--- src/rtl/analyzer_pkg.sv ---
// Shared types and default sizing for the logic-analyzer capture controller.
package analyzer_pkg;

  localparam int DEF_ADDR_W = 10;
  localparam int DEF_PAGE_W = 4;

  typedef enum logic [2:0] {
    ST_IDLE,
    ST_FILL,
    ST_ARMED,
    ST_POST,
    ST_ABORT
  } state_t;

endpackage

--- src/rtl/analyzer_sample_counter.sv ---
// Loadable down-counter with zero and last-count flags; used for the pre- and post-trigger sample counts.
module analyzer_sample_counter #(
  parameter int W = 10
) (
  input  logic         clk,
  input  logic         reset,
  input  logic         load,
  input  logic [W-1:0] load_val,
  input  logic         dec,
  output logic         zero,
  output logic         last
);

  logic [W-1:0] count_q, count_d;

  always_comb begin
    count_d = count_q;
    if (load) begin
      count_d = load_val;
    end else if (dec && !zero) begin
      count_d = count_q - 1'b1;
    end
  end

  always_ff @(posedge clk or posedge reset) begin
    if (reset) begin
      count_q <= '0;
    end else begin
      count_q <= count_d;
    end
  end

  assign zero = (count_q == '0);
  // "last" marks that the next decrement brings the counter to zero.
  assign last = (count_q == W'(1));

endmodule

--- src/rtl/analyzer_capture_ctrl.sv ---
// Capture sequencer: pre-trigger fill, circular armed sampling, post-trigger count, page-aligned abort.
// Build option: ANALYZER_CTRL_REARM_EN restarts a capture on completion while start stays high.
module analyzer_capture_ctrl
  import analyzer_pkg::*;
#(
  parameter int ADDR_W = DEF_ADDR_W,
  parameter int PAGE_W = DEF_PAGE_W
) (
  input  logic              clk,
  input  logic              reset,
  input  logic              start,
  input  logic              abort,
  input  logic              sample_valid,
  input  logic              trig_hit,
  input  logic [ADDR_W-1:0] pre_count,
  input  logic [ADDR_W-1:0] post_count,
  output logic              idle,
  output logic              pre_trigger,
  output logic              post_trigger,
  output logic              aborting,
  output logic              wr_en,
  output logic [ADDR_W-1:0] wr_addr,
  output logic [ADDR_W-1:0] trig_addr,
  output logic              trig_valid,
  output logic              done,
  output logic              aborted
);

  state_t            state_q, state_d;
  logic              start_q;
  logic [ADDR_W-1:0] addr_q, addr_d;
  logic [ADDR_W-1:0] trig_addr_q, trig_addr_d;
  logic              trig_valid_q, trig_valid_d;
  logic              done_q, done_d;
  logic              aborted_q, aborted_d;

  logic pre_load, pre_dec, pre_zero, pre_last;
  logic post_load, post_dec, post_zero, post_last;
  logic complete, start_rise, page_start, page_end;

  assign start_rise = start & ~start_q;
  assign page_start = (addr_q[PAGE_W-1:0] == '0);
  assign page_end   = &addr_q[PAGE_W-1:0];
  assign wr_en      = sample_valid && (state_q != ST_IDLE);
  assign pre_dec    = wr_en && (state_q == ST_FILL);
  assign post_dec   = wr_en && (state_q == ST_POST);

  analyzer_sample_counter #(.W(ADDR_W)) u_pre_cnt (
    .clk      (clk),
    .reset    (reset),
    .load     (pre_load),
    .load_val (pre_count),
    .dec      (pre_dec),
    .zero     (pre_zero),
    .last     (pre_last)
  );

  analyzer_sample_counter #(.W(ADDR_W)) u_post_cnt (
    .clk      (clk),
    .reset    (reset),
    .load     (post_load),
    .load_val (post_count),
    .dec      (post_dec),
    .zero     (post_zero),
    .last     (post_last)
  );

  always_comb begin
    state_d      = state_q;
    addr_d       = addr_q;
    trig_addr_d  = trig_addr_q;
    trig_valid_d = trig_valid_q;
    done_d       = 1'b0;
    aborted_d    = 1'b0;
    pre_load     = 1'b0;
    post_load    = 1'b0;
    complete     = 1'b0;
    if (wr_en) begin
      addr_d = addr_q + 1'b1;
    end
    case (state_q)
      ST_IDLE: begin
        if (start_rise && !abort) begin
          pre_load     = 1'b1;
          addr_d       = '0;
          trig_valid_d = 1'b0;
          state_d      = (pre_count == '0) ? ST_ARMED : ST_FILL;
        end
      end
      ST_FILL, ST_ARMED, ST_POST: begin
        if (abort) begin
          // Only stop at once if the buffer already ends on a whole page.
          if (page_start && !wr_en) begin
            state_d   = ST_IDLE;
            aborted_d = 1'b1;
          end else begin
            state_d = ST_ABORT;
          end
        end else if (state_q == ST_FILL) begin
          if (pre_zero || (wr_en && pre_last)) begin
            state_d = ST_ARMED;
          end
        end else if (state_q == ST_ARMED) begin
          if (trig_hit && sample_valid) begin
            trig_addr_d  = addr_q;
            trig_valid_d = 1'b1;
            post_load    = 1'b1;
            if (post_count == '0) begin
              complete = 1'b1;
            end else begin
              state_d = ST_POST;
            end
          end
        end else if (post_zero || (wr_en && post_last)) begin
          complete = 1'b1;
        end
      end
      ST_ABORT: begin
        if (wr_en && page_end) begin
          state_d   = ST_IDLE;
          aborted_d = 1'b1;
        end
      end
      default: state_d = ST_IDLE;
    endcase
    if (complete) begin
      done_d  = 1'b1;
      state_d = ST_IDLE;
`ifdef ANALYZER_CTRL_REARM_EN
      if (start) begin
        pre_load     = 1'b1;
        trig_valid_d = 1'b0;
        state_d      = (pre_count == '0) ? ST_ARMED : ST_FILL;
      end
`endif
    end
  end

  always_ff @(posedge clk or posedge reset) begin
    if (reset) begin
      state_q      <= ST_IDLE;
      start_q      <= 1'b0;
      addr_q       <= '0;
      trig_addr_q  <= '0;
      trig_valid_q <= 1'b0;
      done_q       <= 1'b0;
      aborted_q    <= 1'b0;
    end else begin
      state_q      <= state_d;
      start_q      <= start;
      addr_q       <= addr_d;
      trig_addr_q  <= trig_addr_d;
      trig_valid_q <= trig_valid_d;
      done_q       <= done_d;
      aborted_q    <= aborted_d;
    end
  end

  assign idle         = (state_q == ST_IDLE);
  assign pre_trigger  = (state_q == ST_FILL) || (state_q == ST_ARMED);
  assign post_trigger = (state_q == ST_POST);
  assign aborting     = (state_q == ST_ABORT);
  assign wr_addr      = addr_q;
  assign trig_addr    = trig_addr_q;
  assign trig_valid   = trig_valid_q;
  assign done         = done_q;
  assign aborted      = aborted_q;

endmodule

--- config.mk ---
export PLATFORM = sky130hd
export DESIGN_NAME = analyzer_capture_ctrl
export DESIGN_NICKNAME = d
export VERILOG_FILES = /design/src/rtl/analyzer_pkg.sv /design/src/rtl/analyzer_sample_counter.sv /design/src/rtl/analyzer_capture_ctrl.sv
export SDC_FILE = /design/constraint.sdc
export NUM_CORES = 1
export LEC_CHECK = 0
export CAP_MARGIN = 20
export CORE_UTILIZATION = 40
export CTS_CLUSTER_DIAMETER = 50
export DETAILED_ROUTE_END_ITERATION = 16
export DONT_BUFFER_PORTS = 1
export GPL_TIMING_DRIVEN = 0
export PLACE_DENSITY = 0.59
export SYNTH_ARGS = -nofsm -noshare
export SYNTH_HDL_FRONTEND = slang
export SYNTH_SLANG_ARGS = --single-unit
--- constraint.sdc ---
create_clock -name clk -period 5.03 [get_ports clk]
set_clock_uncertainty 0.1 [all_clocks]
set_input_delay 1.2575 -clock clk [delete_from_list [all_inputs] [get_ports clk]]
set_output_delay 1.2575 -clock clk [all_outputs]
set_load 0.005 [all_outputs]
==> results by group, run 1 <==
Clock network
  • Deepest level of the CTS H-tree: 2
  • Num CTS Buffers: 5
  • Clock Sinks: 47
  • Clock insertion delay at the later pin of the skew report: roughly 0.30 ns
  • Worst-path clk slew: roughly 0.090 ns
  • Number of gates resized after cts: 0
  • # hold bufs at CTS: 0
  • Buffers from clock root to sink, at most: 2
  • Clock root buffer: sky130_fd_sc_hd__clkbuf_8
  • TritonCTS clock tree: built
  • Setup Fix Bufs, Post-CTS: 0

Die
  • Starting utilization of the core area: 41.3%
  • Die extent in x: 83.0 µm
  • Die Area: 6880 µm²
  • Number of cell rows: 29
  • Core outline area: approximately 6300 µm²
  • Floorplan die height: 83.0 µm
  • Number of primary I/O pins: 54

Global route
  • Remaining global-route overflow: 0
  • First-pass GRT wire length: around 10000 µm
  • Pin count of the biggest net entering global routing: 34
  • Number of global-route vias before repair: around 2.1k
  • Antenna violations before repair: 0
  • All-layer global routing usage: 19.0%

Layout
  • Final standard cell area without fillers: between 2000 and 3000 µm²
  • Area used by multi-input combinational logic: 1350 µm²
  • Fill cells: 623
  • Most frequent cells in the layout: sky130_fd_sc_hd__dfrtp_1 (47), sky130_fd_sc_hd__nor2_1 (32), sky130_fd_sc_hd__nand2_1 (28), sky130_fd_sc_hd__inv_1 (11)
  • Layout overhead on the synthesized area: 8.83%
  • Share of layout cells above drive strength 1: between 10 and 15%
  • Leading cell type in the layout, fill and taps excluded: sky130_fd_sc_hd__dfrtp_1
  • Final antenna diode count: 0
  • Final layout net count: 313
  • Flip-flop and latch area: 1180 µm²

Drt
  • Wire per inst: roughly 17 µm
  • Initial detailed-routing violation count: 142
  • Post-detailed-route DRC marker count: 0
  • Routed wire length: 5970 µm
  • Average via count per standard cell: around 5.7
  • Vias: a little over 2k
  • Post-DRT Antenna Nets: 0
  • Number of detailed-route iterations in the first pass: 4

Status
  • Result of the run: finished, final reports clean

STA
  • Slew margin rel.: about three fifths
  • Crit path setup slack, layout: approximately 2 ns
  • Hold violation total from the final report: 0
  • Final-report setup violation count: 0
  • Sum Neg Setup Slack: 0 ns
  • Post-route clock period utilization: approximately three fifths
  • Clock period minus final worst setup slack: between 2 and 3 ns
  • RSZ-0062 raised after global routing: no
  • Number of pins with negative max-slew slack in the final report: 0
  • Maximum frequency from static timing analysis: 337 MHz
  • Min Hold Slack: 0.423 ns
  • Pin slew with the least headroom to its limit: ~0.6 ns

Synthesis
  • Synth cell types: 52
  • Post-synthesis sequential area ratio: 44.9%
  • Synth warnings: 0
  • Cell count after synthesis: between 200 and 300
  • Primary FF master, synth: sky130_fd_sc_hd__dfrtp_1
  • Avg Cell Area, Syn: 9.67 µm²
  • Post-synthesis instance area: 2620 µm²
  • Synth area leaders: sky130_fd_sc_hd__dfrtp_1 (45%), sky130_fd_sc_hd__nor2_1 (4.6%), sky130_fd_sc_hd__mux2_2 (4.3%)
  • Share of synthesized flip-flops with an asynchronous set or reset: 100%
  • Area share of the largest cell type after synthesis: 44.9%
  • Syn_nets: between 300 and 400
  • FF+latch count, synth: 47
  • Cell type with the highest aggregate area in the netlist: sky130_fd_sc_hd__dfrtp_1
  • Count of flip-flops with a built-in enable after synthesis: 0

Pwr
  • PwrDens: 534 nW/µm²
  • Reported leakage power: 0.00123 µW
  • Worst VDD drop: 227 µV
  • Total power: 1520 µW

Worst setup path
  • Endpoint type of the worst setup path: output pin
  • Worst path cell trace: o31ai_2, inv_1
  • Critical path data required time: ~3.7 ns
  • Max Fanout on Critical Path: 8
  • Combined buffer and inverter count along the critical path: 1
  • Startpoint type of the worst setup path: input port
  • Kind of cell adding the most delay to the critical path: buffers and inverters
  • Stage delay of the slowest cell on the critical path: 0.23 ns
  • Critical path class: input port to output pin
  • Arr. time, crit path: 1.61 ns
  • Crit path max-delay cell type: sky130_fd_sc_hd__inv_1

Placement
  • Cell Area, Placed: ~2700 µm²
  • Gpl congestion: 0.824
  • DP HPWL: roughly 4400 µm
  • Pre-CTS setup slack: 1.99 ns
  • Port Buffer Count: 0

Job
  • Max Cap Violations: 0

Min path
  • Worst Hold Class: register to register
==> sequential cells by signal, indices dropped and copies added (netlist names) <==
name                count
trig_valid              1
trig_addr              10
u_post_cnt.count_q     10
done                    1
state_q                 3
start_q                 1
wr_addr                10
u_pre_cnt.count_q      10
aborted                 1
==> report_power, final <==
| part | internal, µW | switching [µW] | total, µW |
|---|---|---|---|
| Clock | 150 | 137 | 287 |
| Sequential | 502 | 153 | 654 |
| Combinational | 260 | 323 | 583 |
| Total | 911 | 613 | 1520 |
==> logic make-up (layout without fill, tap and decap cells) <==
group,count (synthesis),in the layout,synth area share [%]
and+or+nand+nor,115,115,22.6
xor gates and xnor gates,12,12,4.01
adders and majority gates,8,8,3.82
DFF,47,47,44.9
muxes,12,12,5.06
AOI/OAI and AO/OA,55,55,15.9
buffers and inverters,22,31,3.77
==> worst paths after layout <==
path	start	slack, ns	cells past startpoint	to
min in group asynchronous	reset	0.68	1	trig_addr[7]
worst max register to register	state_q[2]	2.91	6	wr_addr[5]
worst min-delay path	u_pre_cnt.count_q[9]	0.42	1	u_pre_cnt.count_q[9]
worst max-delay path	sample_valid	2.06	2	wr_en
worst min register to register	u_pre_cnt.count_q[9]	0.42	1	u_pre_cnt.count_q[9]
max in group asynchronous	reset	3.65	2	state_q[1]
==> stage by stage <==
step	instances	util, %
after floorplan	271	-
after global placement	348	42.8
after detailed placement	349	43.1
after CTS	357	44.9
after global routing	357	44.9
final	357	44.9
==> cell usage after synthesis, types with 3 or more instances <==
library cell               number
sky130_fd_sc_hd__or3_1          3
sky130_fd_sc_hd__nor4_1         9
sky130_fd_sc_hd__mux2_2        10
sky130_fd_sc_hd__nand3_1        8
sky130_fd_sc_hd__a221o_1        9
sky130_fd_sc_hd__nand4_1        4
sky130_fd_sc_hd__nand2_1       28
sky130_fd_sc_hd__dfrtp_1       47
sky130_fd_sc_hd__nor3_1         7
sky130_fd_sc_hd__o21ai_1        7
sky130_fd_sc_hd__a21oi_1        8
sky130_fd_sc_hd__o22ai_1        4
sky130_fd_sc_hd__xor2_1        10
sky130_fd_sc_hd__inv_1         12
sky130_fd_sc_hd__nor2_1        32
sky130_fd_sc_hd__ha_1           8
sky130_fd_sc_hd__a22oi_1        3
sky130_fd_sc_hd__or4_1          3
sky130_fd_sc_hd__buf_2          7
sky130_fd_sc_hd__o211ai_1       3
sky130_fd_sc_hd__and2_1         4
==> routing by layer <==
metal,vias to the layer above,global-route usage [%],share of wire [%]
met1,999,26.9,48
met3,7,5.17,5.9
met5,-,0,0
li1,998,-,-
met4,0,5.96,1.7
met2,47,28.5,44
==> area by class of cell <==
cell class	instances	share of cell area, %
Multi-Input combinational cell	202	47.2
Sequential cell	47	41.2
Tap cell	77	3.38
Clock buffer	5	2.41
Buffer	10	1.89
Clock inverter	3	1.62
Inverter	12	1.58
Timing Repair Buffer	1	0.702
(Power assumes the default switching activity.)
==> run 2, diff against run 1 <==
==> constraint.sdc (replaced) <==
create_clock -name clk -period 2.9 [get_ports clk]
set_clock_uncertainty 0.1 [all_clocks]
set_input_delay 0.725 -clock clk [delete_from_list [all_inputs] [get_ports clk]]
set_output_delay 0.725 -clock clk [all_outputs]
set_load 0.005 [all_outputs]
==> results of run 2 <==
Same layout as run 1 (identical final DEF). Status: finished, final reports clean.
Main changes from that run: setup slack after placement 1.99 ns -> 0.389 ns; setup slack after layout 2.06 ns -> 0.587 ns; hold slack 0.423 ns -> 0.151 ns; start point of the critical path sample_valid -> state_q[0]; register-to-register setup slack 2.91 ns -> 0.78 ns; total power 1520 µW -> 2640 µW; worst IR drop on VDD 227 µV -> 393 µV
